===== config.mk =====
export PLATFORM = sky130hd
export DESIGN_NAME = pipelined_alu_hs
export DESIGN_NICKNAME = d
export VERILOG_FILES = /design/src/rtl/alu_pkg.sv /design/src/rtl/alu_op_unit.sv /design/src/rtl/pipelined_alu_hs.sv
export SDC_FILE = /design/constraint.sdc
export NUM_CORES = 1
export LEC_CHECK = 0
export BUFFER_PORTS_ARGS = -buffer_cell sky130_fd_sc_hd__buf_4
export CORE_UTILIZATION = 45
export DETAILED_ROUTE_END_ITERATION = 8
export PLACE_DENSITY = 0.65
export REMOVE_ABC_BUFFERS = 1
export SLEW_MARGIN = 20
export SYNTH_ARGS = -nofsm -noshare
export SYNTH_HDL_FRONTEND = slang
export SYNTH_SLANG_ARGS = --single-unit
export TNS_END_PERCENT = 100

===== constraint.sdc =====
create_clock -name clk -period 4 [get_ports clk]
set_input_delay 0.4 -clock clk [delete_from_list [all_inputs] [get_ports clk]]
set_output_delay 0.4 -clock clk [all_outputs]
set_load 0.005 [all_outputs]

===== src/rtl/alu_pkg.sv =====
// Shared opcode definitions for the pipelined ALU.
// Opcode encodings and the opcode type used by the datapath.
package alu_pkg;

   localparam int OP_W = 3;

   typedef logic [OP_W-1:0] op_t;

   localparam op_t OP_XOR   = 3'd0;
   localparam op_t OP_AND   = 3'd1;
   localparam op_t OP_OR    = 3'd2;
   localparam op_t OP_ADD   = 3'd3;
   localparam op_t OP_NAND  = 3'd4;
   localparam op_t OP_NOR   = 3'd5;
   localparam op_t OP_MUX   = 3'd6;
   localparam op_t OP_PERES = 3'd7;

endpackage


===== src/rtl/alu_op_unit.sv =====
// Combinational ALU datapath sitting between the s1 and s2 registers.
// Produces the selected function, the ADD carry and the zero flag.
module alu_op_unit
   import alu_pkg::*;
#(
   parameter int WIDTH = 32
) (
   input  op_t              op,
   input  logic [WIDTH-1:0] A,
   input  logic [WIDTH-1:0] B,
   input  logic [WIDTH-1:0] C,
   output logic [WIDTH-1:0] result,
   output logic             carry,
   output logic             zero
);

   logic [WIDTH:0] sum;

   // Carry-in is only the LSB of C; the extra bit is the carry out.
   assign sum = {1'b0, A} + {1'b0, B} + {{WIDTH{1'b0}}, C[0]};

   always_comb begin
      result = '0;
      carry  = 1'b0;
      unique case (op)
         OP_XOR:   result = A ^ B;
         OP_AND:   result = A & B;
         OP_OR:    result = A | B;
         OP_ADD: begin
            result = sum[WIDTH-1:0];
            carry  = sum[WIDTH];
         end
         OP_NAND:  result = ~(A & B);
         OP_NOR:   result = ~(A | B);
         OP_MUX:   result = (C & B) | (~C & A);
         OP_PERES: result = (A & B) ^ C;
         default:  result = '0;
      endcase
   end

   assign zero = (result == '0);

endmodule


===== src/rtl/pipelined_alu_hs.sv =====
// Two-stage valid/ready ALU pipeline with carry, zero and opcode tag.
// Optional handshake counter port op_count enabled by ALU_OPCOUNT_EN.
module pipelined_alu_hs #(
   parameter int WIDTH = 32,
   parameter int OP_W  = 3
) (
   input  logic             clk,
   input  logic             rst,
   input  logic             in_valid,
   output logic             in_ready,
   input  logic [OP_W-1:0]  op,
   input  logic [WIDTH-1:0] A,
   input  logic [WIDTH-1:0] B,
   input  logic [WIDTH-1:0] C,
   output logic             out_valid,
   input  logic             out_ready,
   output logic [WIDTH-1:0] result,
   output logic             carry_out,
   output logic             zero,
   output logic [OP_W-1:0]  op_out
`ifdef ALU_OPCOUNT_EN
   ,
   output logic [31:0]      op_count
`endif
);

   import alu_pkg::*;

   logic             s1_valid;
   logic [OP_W-1:0]  s1_op;
   logic [WIDTH-1:0] s1_a;
   logic [WIDTH-1:0] s1_b;
   logic [WIDTH-1:0] s1_c;
   logic             s2_valid;
   logic             s1_adv;
   logic             s2_adv;
   logic [WIDTH-1:0] alu_res;
   logic             alu_cy;
   logic             alu_zr;

   assign s2_adv    = !s2_valid || out_ready;
   assign s1_adv    = !s1_valid || s2_adv;
   assign in_ready  = s1_adv && !rst;
   assign out_valid = s2_valid;

   alu_op_unit #(
      .WIDTH(WIDTH)
   ) u_op (
      .op    (op_t'(s1_op)),
      .A     (s1_a),
      .B     (s1_b),
      .C     (s1_c),
      .result(alu_res),
      .carry (alu_cy),
      .zero  (alu_zr)
   );

   always_ff @(posedge clk) begin
      if (rst) begin
         s1_valid <= 1'b0;
         s1_op    <= '0;
         s1_a     <= '0;
         s1_b     <= '0;
         s1_c     <= '0;
      end else if (s1_adv) begin
         s1_valid <= in_valid;
         if (in_valid) begin
            s1_op <= op;
            s1_a  <= A;
            s1_b  <= B;
            s1_c  <= C;
         end
      end
   end

   // Output registers only move when s2 advances, so they hold under stall.
   always_ff @(posedge clk) begin
      if (rst) begin
         s2_valid  <= 1'b0;
         result    <= '0;
         carry_out <= 1'b0;
         zero      <= 1'b0;
         op_out    <= '0;
      end else if (s2_adv) begin
         s2_valid <= s1_valid;
         if (s1_valid) begin
            result    <= alu_res;
            carry_out <= alu_cy;
            zero      <= alu_zr;
            op_out    <= s1_op;
         end
      end
   end

`ifdef ALU_OPCOUNT_EN
   always_ff @(posedge clk) begin
      if (rst)
         op_count <= '0;
      else if (s2_valid && out_ready)
         op_count <= op_count + 32'd1;
   end
`endif

endmodule

==> reports/results.txt, run 1 <==
Per-cell routed wire length - 16.5 um
Min cycle time layout - 3.77 ns
Synth Area in XOR/XNOR - 0.0329
Met1 Wirelength - 13300 um
First-pass GRT wire length - 46600 um
Post-CTS setup buffer count - 0
Worst-Margin Slew - 0.999 ns
Synth Flop Type - dfxtp_1
Num CTS Buffers - 17
RSZ-0062 raised after global routing - no
Finished layout cell area - 11700 sq um
Final hold vios - 0
Gpl congestion - 0.909
CP Cell Sequence - fa_1, fa_1, a21oi_2, o211ai_1, and4_4, or2_4, a311o_1, a311oi_1, a41oi_1, o21ai_1, and4bb_2, nand4_1, o31ai_2
Die Area - 22500 sq um
Total grt overflow - 0
# fillers - 2131
Final Max Slew Viols - 0
FFs w/ async S/R, synth - 0
VDD IR max - 0.000222 V
Relative max-transition margin - 0.333
Setup crit end kind - flop
Core Area - 21200 sq um
Arrival time worst endpoint - 4.12 ns
Vias in the first global route - 9218
Pwr Density - 360 nW/um^2
Crit path depth - 13
Gr usage total - 0.262
Crit-path max cell delay - 0.48 ns
Status - finished, final reports clean
Placed cell areas - 11100 sq um
Setup violators final - 0
Top cells by count, synth - nand2_1 (281), a21oi_1 (248), dfxtp_1 (138), nor2_1 (107), inv_1 (79)
Most common cell in the netlist - nand2_1
Cell family with most CP delay - compound AO/OA/AOI/OAI gates
HP Class - in2reg
Post-synthesis compound-gate area fraction - 0.285
Largest family of logic cells by synthesized area - compound AO/OA/AOI/OAI gates
Routed length on met3 - 1820 um
Clk sink count - 138
Synthesized area per cell - 7.12 sq um
Number of remaining DRC errors - 0
Top cell type's share of synthesized area - 0.281
Setup crit start kind - flop
Largest cells by area after synthesis - dfxtp_1 (28%), a21oi_1 (13%), nand2_1 (11%), ha_1 (8.1%), nor2_1 (4.1%)
Largest net degree at the start of global routing - 100
P&R area growth vs syn - 19.1%
Post-Syn Area - 9850 sq um
CP max-delay cell - fa_1
Final TNS setup - 0 ns
Skew-Pair Late Insertion Delay - 0.43 ns
Post-Synth Simple-Gate Area - 0.207
Max Used Layer - met4
Multiplexer share of the synthesized area - 0.0353
Post-Synthesis Cells - 1383
Number of max-cap violations - 0
Setup Crit Path Kind - reg2reg
Yosys cell types - 83
Leakage - 4.85 nW
# IOs - 142
DPL Wire Length - 20800 um
Clock tree buffer depth - 2
Initial antenna violation count - 1
Worst Path Buf+Inv - 0
Met2 WL post-DR - 13300 um
Die Y - 150 um
Vias per std cell - 5.64
CTS tree - built
Number of DRC violations after detailed-routing iteration 0 - 745
Site Rows - 53
Tcrit/Tclk final - 0.942
Synth area leader - dfxtp_1
Synth Register Bits - 138
# nets final - 1645
Worst Skew - 0.00899 ns
Synth Area in Adders - 0.0854
Buffers added on ports - 141
Die W - 150 um
Synthesis Warnings - 0
Worst Hold Depth - 3
Clock slew at reported path FFs - 0.06 ns
Critical path peak fanout - 5
Vias - 9955
CTS Hold Bufs - 0
Required time of the worst setup path - 4.35 ns
Starting Density - 0.464
H-tree depth - 4
Fmax - 265 MHz
EDFF count, synth - 0
Clk root buf - clkbuf_16
Worst r2r path cells - 13
Post-DRT Antenna Nets - 0
WL final - 29100 um
Top cell by count, worst path - fa_1
Register area share after synthesis - 0.281
1st-pass router iterations - 8
Layout cells sized above 1 - 0.157
[final timing paths]
check,startpoint,to,slack [ns]
hold reg to reg,op_out[0],op_out[0],0.46
setup reg to reg,s1_a[0],zero,0.23
setup / recovery,s1_a[0],zero,0.23
hold / removal,in_valid,s1_valid,0.20
[worst register-to-register path, stage by stage, from the launching register on]
cell and delay, ns:
dfxtp_1 0.36, fa_1 0.48, fa_1 0.45, a21oi_2 0.22, o211ai_1 0.16, and4_4 0.21
or2_4 0.26, a311o_1 0.40, a311oi_1 0.30, a41oi_1 0.07, o21ai_1 0.20, and4bb_2 0.25
nand4_1 0.14, o31ai_2 0.18
[placed cells by master (no fill, tap or decap), types with 18 or more instances in the layout]
master | synthesis | layout
nand2_1 | 281 | 280
a21oi_1 | 248 | 247
buf_4 | 3 | 168
dfxtp_1 | 138 | 135
nor2_1 | 107 | 107
inv_1 | 79 | 79
ha_1 | 64 | 64
xnor2_1 | 31 | 31
a211oi_1 | 31 | 31
o21ai_0 | 30 | 30
mux2i_1 | 28 | 28
o22ai_1 | 22 | 22
nand3_1 | 18 | 18
[stage by stage]
step / cells / power, mW / util / setup WS (ns) / hold slack [ns]
after floorplan: 1288 / 2.10 / - / -0.742 / 0.447
after global placement: 1732 / 2.44 / 0.522 / 0.317 / 0.445
after detailed placement: 1732 / 2.45 / 0.522 / 0.226 / 0.448
after CTS: 1764 / 4.24 / 0.552 / 0.184 / 0.195
after global routing: 1764 / 4.41 / 0.552 / 0.0747 / 0.195
final: 1765 / 4.22 / 0.553 / 0.233 / 0.200
[state kept, by name, indices dropped and copies added (netlist names)]
name / cells
op_out: 3
s1_c: 32
out_valid: 1
carry_out: 1
s1_b: 32
s1_valid: 1
s1_op: 3
s1_a: 32
result: 32
zero: 1
[cell type report]
class	instances	area, sq um	area share
diodes	1	2.50	0.000213
clock buffers	18	429	0.0366
clock inverters	14	218	0.0186
inverters	82	308	0.0262
multi-input cells	1068	6370	0.544
flip-flops and latches	138	2770	0.236
well taps	275	344	0.0293
repair buffers	169	1280	0.109
[metal layers]
| layer | GRT usage | vias up |
|---|---|---|
| li1 | - | 4994 |
| met4 | 0.0864 | 0 |
| met3 | 0.0463 | 59 |
| met1 | 0.343 | 4557 |
| met2 | 0.434 | 345 |
| met5 | 0 | - |
[where the power goes]
part	switching (mW)	internal (mW)	total (mW)	leakage, nW
combinational	0.512	0.381	0.893	3.41
clock	0.672	1.11	1.78	0.308
sequential	0.0880	1.45	1.54	1.14
total	1.27	2.95	4.22	4.85
[what timing repair did]
item / 4_1_cts / 5_1_grt
resized for setup: 0 / 1
endpoints found under the hold margin: 0 / 0
endpoints found under the setup margin: 0 / 1
[logic make-up after synthesis]
kind of cell | count (synthesis)
AND/OR/NAND/NOR | 479
AO/OA/AOI/OAI | 455
buffers and inverters | 177
flip-flops | 138
adder cells (fa/ha/maj) | 66
XOR/XNOR | 37
multiplexers | 31
Note: power is estimated with default switching activity, not from simulation.
==> run 2: changes to the inputs <==
Settings changed: PLACE_DENSITY 0.65 to default, SLEW_MARGIN 20 to default, SYNTH_HIERARCHICAL from default to 1.
==> reports/results.txt, run 2 <==
Status - finished, final reports clean
Relative max-transition margin - 0.373 (+0.0404)
Synth area leader - dfxtp_1
Skew-Pair Late Insertion Delay - 0.44 ns (about the same)
First-pass GRT wire length - 52500 um (+13%)
Layout cells sized above 1 - 0.203 (+0.0456)
Combinational power share - 0.269 (+0.057)
Clk root buf - clkbuf_16
# fillers - 2333 (+9.5%)
Number of max-cap violations - 0 (unchanged)
R2R Path Start - s1_a[0]
Pwr Density - 327 nW/um^2 (-9.1%)
Post-CTS setup buffer count - 0 (unchanged)
Fmax - 253 MHz (-4.8%)
Worst-Margin Slew - 0.938 ns (-0.0606 ns)
Largest cells by area after synthesis - dfxtp_1 (25%), nand2b_1 (12%), mux2i_1 (11%), ha_1 (7.3%), a21oi_1 (5.5%)
P&R area growth vs syn - 21.6%
Worst Skew - 0.0136 ns (+0.00464 ns)
Number of remaining DRC errors - 0 (unchanged)
Critical path peak fanout - 3 (-2)
Die W - 158 um (+5.5%)
CP max-delay cell - or4b_4
Most frequent cells in the layout - buf_4 (236), nand2b_1 (208), dfxtp_1 (135)
Synth Register Bits - 138 (unchanged)
H-tree depth - 4 (unchanged)
Final Max Slew Viols - 0 (unchanged)
Crit-path max cell delay - 0.49 ns (about the same)
Post-DRT Antenna Nets - 0 (unchanged)
R2R Setup Slk - 0.04 ns (-0.19 ns)
VDD IR max - 0.000254 V (+14%)
Site Rows - 56 (+5.7%)
Starting Density - 0.464 (about the same)
Final TNS setup - 0 ns (unchanged)
Setup crit start kind - flop
FFs w/ async S/R, synth - 0 (unchanged)
# nets final - 1710 (+4.0%)
Tcrit/Tclk final - 0.989 (+0.0472)
Worst Path Buf+Inv - 0 (unchanged)
Gpl congestion - 0.893 (-1.7%)
Top cells by count, synth - nand2b_1 (208), dfxtp_1 (138), mux2i_1 (122), a21oi_1 (120), inv_1 (82)
Die Area - 25000 sq um (+11%)
Clock slew at reported path FFs - 0.06 ns (about the same)
Hold endpoint - s1_valid
1st-pass router iterations - 5 (-3)
Flop pwr share - 0.356 (-0.009)
Clk sink count - 138 (unchanged)
Most common cell in the netlist - nand2b_1
Top cell type's share of synthesized area - 0.252 (-0.0291)
Number of DRC violations after detailed-routing iteration 0 - 577 (-23%)
Worst r2r path cells - 14 (+1)
Register area share after synthesis - 0.252 (-0.0291)
Clock share of power - 0.375 (-0.048)
Core Area - 23700 sq um (+12%)
Min cycle time layout - 3.96 ns (+0.189 ns)
Hold_ws - 0.198 ns (-0.00253 ns)
Switch Pwr - 1.40 mW (+10%)
Final hold vios - 0 (unchanged)
CP Cell Sequence - fa_2, fa_2, a21oi_4, o221a_4, xnor2_1, a211o_1, or2_1, or4b_4, or4_4, nor4_4, nand4_1, nor4_2, nand3_1, a21oi_1
Required time of the worst setup path - 4.36 ns (about the same)
Vias in the first global route - 10000 (+9.0%)
Register area - 2770 sq um (about the same)
Setup violators final - 0 (unchanged)
Worst hold path startpoint - in_valid
Die Y - 158 um (+5.5%)
Synthesized area per cell - 7.90 sq um (+11%)
Initial antenna violation count - 0 (-1)
Worst Hold Depth - 3 (unchanged)
HP Class - in2reg
Synthesis Warnings - 6 (+6)
Num CTS Buffers - 17 (unchanged)
Per-cell routed wire length - 17.8 um (+8.0%)
Gr usage total - 0.271 (+0.00856)
Arrival time worst endpoint - 4.32 ns (+0.20 ns)
N_diodes - 0 (-1)
EDFF count, synth - 0 (unchanged)
Total grt overflow - 0 (unchanged)
Vias - 10500 (+5.3%)
Setup Crit Path Kind - reg2reg
# IOs - 142 (unchanged)
Multi-input gate area - 7440 sq um (+17%)
Cell-internal power - 2.97 mW (+0.60%)
R2r endpoint - zero
Leakage - 5.67 nW (+17%)
Post-Syn Area - 11000 sq um (+12%)
WL final - 33400 um (+15%)
RSZ-0062 raised after global routing - yes
Most common library cell in the layout ignoring fill and taps - buf_4
Setup crit end kind - flop
Synth Flop Type - dfxtp_1
Power consumption - 4.37 mW (+3.5%)
CTS tree - built
Vias per std cell - 5.59 (-0.82%)
Largest net degree at the start of global routing - 118 (+18%)
CTS Hold Bufs - 0 (unchanged)
Post-Synthesis Cells - 1390 (+0.51%)
DPL Wire Length - 25000 um (+20%)
Switching Share - 0.321 (+0.0199)
Clock tree buffer depth - 2 (unchanged)
Top cell by count, worst path - fa_2
Buffers added on ports - 141 (unchanged)
Cell family with most CP delay - simple AND/OR/NAND/NOR gates
Yosys cell types - 81 (-2.4%)
-- run 2: per-layer routing --
metal  track usage  share of wire  vias to the layer above  routed length [um]
li1              -              -                     5176                   -
met1         0.348           0.46                     4972               15300
met2         0.459           0.47                      280               15800
met3        0.0416          0.044                       50                1470
met4        0.0902          0.024                        0                 792
met5             0              0                        -                   0
-- run 2: worst reg2reg max path, cell delays in order (launching register included) --
cell,delay [ns]
dfxtp_1,0.33
fa_2,0.42
fa_2,0.39
a21oi_4,0.19
o221a_4,0.22
xnor2_1,0.06
a211o_1,0.31
or2_1,0.23
or4b_4,0.49
or4_4,0.44
nor4_4,0.17
nand4_1,0.14
nor4_2,0.22
nand3_1,0.10
a21oi_1,0.17
-- run 2: timing repair --
action / in CTS / in global routing
endpoints found under the setup margin: 1 / 1
gates resized for setup: 8 / 7
pin swaps: 3 / 2
cloned: 0 / 0
-- run 2: how the worst max path moves through the flow --
stage / from / end / slack, ns / depth (start not counted)
2_1_floorplan: s1_valid / s1_a[0] / -1.25 / 2
6_report: s1_a[0] / zero / 0.04 / 14
3_3_place_gp: s1_a[0] / zero / -0.32 / 14
4_1_cts: s1_a[0] / zero / 0.01 / 14
3_5_place_dp: s1_a[0] / zero / -0.38 / 14
5_1_grt: s1_a[0] / zero / -0.15 / 14
-- run 2: cell families (layout without fill, tap and decap cells) --
group	after synthesis	count (layout)	synth area share
DFF	138	138	0.252
xor gates and xnor gates	32	32	0.0255
buffers and inverters	192	356	0.0770
and+or+nand+nor	455	455	0.227
muxes	127	127	0.120
adders and majority gates	66	66	0.0765
AOI/OAI and AO/OA	380	380	0.222
-- run 2: power groups by stage --
stage | clock network, mW | logic [mW] | registers [mW]
floorplan | 0 | 0.672 | 1.58
global placement | 0 | 1.14 | 1.58
detailed placement | 0 | 1.15 | 1.58
CTS | 1.68 | 1.17 | 1.55
global route | 1.73 | 1.29 | 1.57
finish | 1.64 | 1.18 | 1.55
-- run 2: area by class of cell --
type	count	share of cell area
clock buffer	18	0.0329
sequential	138	0.207
tap	319	0.0299
inverter	85	0.0239
timing repair buffer	239	0.137
clock inverter	14	0.0119
multi-input combinational	1060	0.557
-- run 2: through the flow --
stage	std cells	setup slack [ns]	utilization	area, sq um
2_1_floorplan	1283	-1.25	-	10500
3_3_place_gp	1841	-0.317	0.536	12700
3_5_place_dp	1841	-0.384	0.536	12700
4_1_cts	1873	0.0129	0.563	13300
5_1_grt	1873	-0.152	0.564	13400
6_report	1873	0.0438	0.564	13400
==> run 3: changes to the inputs <==
==> constraint.sdc (replaced) <==
create_clock -name clk -period 4 [get_ports clk]
set_input_delay 0 -clock clk [delete_from_list [all_inputs] [get_ports clk]]
set_output_delay 0 -clock clk [all_outputs]
set_load 0.005 [all_outputs]
==> reports/results.txt, run 3 (synthesis gave the netlist of run 2 again) <==
Status - finished, final reports clean
Most frequent cells in the layout - buf_4 (223), nand2b_1 (208), dfxtp_1 (135)
Final setup margin - 0.0636 ns (+0.0198 ns)
Setup crit end kind - flop
P&R area growth vs syn - 30.8%
Finished layout cell area - 14400 sq um (+7.5%)
Final hold vios - 0 (unchanged)
Largest net degree at the start of global routing - 121 (+2.5%)
Vias - 10800 (+2.8%)
Die W - 158 um (unchanged)
Gpl congestion - 0.879 (-1.6%)
Layout cells sized above 1 - 0.184 (-0.0186)
Number of remaining DRC errors - 0 (unchanged)
Arrival time worst endpoint - 4.30 ns (-0.02 ns)
Skew-Pair Late Insertion Delay - 0.43 ns (about the same)
Most common library cell in the layout ignoring fill and taps - buf_4
CTS tree - built
Required time of the worst setup path - 4.36 ns (about the same)
First-pass GRT wire length - 54600 um (+4.1%)
Crit-path max cell delay - 0.50 ns (about the same)
Worst-Margin Slew - 1.12 ns (+0.185 ns)
Placed cell areas - 12600 sq um (-0.77%)
Critical path peak fanout - 3 (unchanged)
Relative max-transition margin - 0.251 (-0.122)
Core Area - 23700 sq um (unchanged)
Vias per std cell - 5.50 (-1.7%)
Clk sink count - 138 (unchanged)
Vias in the first global route - 10400 (+3.3%)
Site Rows - 56 (unchanged)
WL final - 34500 um (+3.3%)
Min cycle time layout - 3.94 ns (-0.0198 ns)
Top cell by count, worst path - buf_4
Final TNS setup - 0 ns (unchanged)
Number of DRC violations after detailed-routing iteration 0 - 695 (+20%)
Gr usage total - 0.280 (+0.00953)
1st-pass router iterations - 5 (unchanged)
Buffers added on ports - 141 (unchanged)
Worst r2r path cells - 17 (+3)
H-tree depth - 4 (unchanged)
Die Y - 158 um (unchanged)
Die Area - 25000 sq um (unchanged)
# fillers - 2146 (-8.0%)
HP Class - in2reg
CP Cell Sequence - fa_2, fa_2, a21oi_4, o221a_4, buf_4, buf_4, o21ai_4, buf_4, a211oi_1, o32a_1, or3_1, or4_4, nor4_4, nand4_1, nor4_2, nand3_1, a21oi_1
Total grt overflow - 0 (unchanged)
Clock tree buffer depth - 2 (unchanged)
Leakage - 6.05 nW (+6.8%)
Fmax - 254 MHz (+0.50%)
Clock slew at reported path FFs - 0.06 ns (about the same)
Post-DRT Antenna Nets - 0 (unchanged)
Setup crit start kind - flop
Setup violators final - 0 (unchanged)
CP max-delay cell - or4_4
VDD IR max - 0.000215 V (-15%)
Clk root buf - clkbuf_16
Starting Density - 0.464 (unchanged)
Num CTS Buffers - 17 (unchanged)
Pwr Density - 323 nW/um^2 (-1.3%)
Number of max-cap violations - 0 (unchanged)
Pre-CTS WS - -0.340 ns (+0.0442 ns)
RSZ-0062 raised after global routing - yes
Per-cell routed wire length - 17.6 um (-1.3%)
# nets final - 1798 (+5.1%)
Worst Hold Depth - 2 (-1)
Tcrit/Tclk final - 0.984 (-0.00496)
Worst Skew - 0.0103 ns (-0.00335 ns)
Initial antenna violation count - 1 (+1)
Setup Crit Path Kind - reg2reg
Final Max Slew Viols - 0 (unchanged)
DPL Wire Length - 24700 um (-1.2%)
# IOs - 142 (unchanged)
## run 3: repair_timing
item	CTS	global route
endpoints found under the setup margin	1	1
hold buffers	100	0
pin swaps	8	5
resized for setup	7	11
setup buffers	1	0
hold endpoints to repair	100	0
## run 3: per-stage QoR
stage / util / hold slack (ns) / instances / power (mW)
floorplan: - / 0.0276 / 1283 / 2.25
global placement: 0.532 / 0.218 / 1828 / 2.71
detailed placement: 0.532 / 0.226 / 1828 / 2.72
CTS: 0.604 / 0.0596 / 1959 / 4.65
global route: 0.606 / 0.105 / 1959 / 4.85
finish: 0.607 / 0.0641 / 1960 / 4.64
## run 3: critical path: cells and delay by family, from the launching register on
kind / cells / cell delay (ns)
and+or+nand+nor: 6 / 1.52
AOI/OAI and AO/OA: 6 / 1.09
adders and majority gates: 2 / 0.49
buffers and inverters: 3 / 0.42
DFF: 1 / 0.36
## run 3: cell type report
type | instances | area (sq um) | share of cell area
well taps | 319 | 399 | 0.0278
diodes | 1 | 2.50 | 0.000174
clock inverters | 11 | 219 | 0.0152
repair buffers | 327 | 2750 | 0.191
inverters | 85 | 319 | 0.0222
flip-flops and latches | 138 | 2770 | 0.193
clock buffers | 19 | 453 | 0.0315
multi-input cells | 1060 | 7460 | 0.519
## run 3: path summary, 6_finish.rpt
path / start / endpoint / slack (ns)
max: s1_b[0] / zero / 0.06
min: rst / s1_valid / 0.06
max reg2reg: s1_b[0] / zero / 0.06
min reg2reg: result[3] / result[3] / 0.48
## run 3: power by group
part | leakage [nW] | switching, mW | total (mW) | internal, mW
clock network | 0.325 | 0.646 | 1.84 | 1.20
logic | 4.59 | 0.641 | 1.24 | 0.602
registers | 1.14 | 0.0890 | 1.55 | 1.46
## run 3: per-layer routing
layer  track usage  routed length, um
met1         0.352              15500
met2         0.482              16500
met3        0.0441               1560
met4        0.0989                916
met5             0                  0
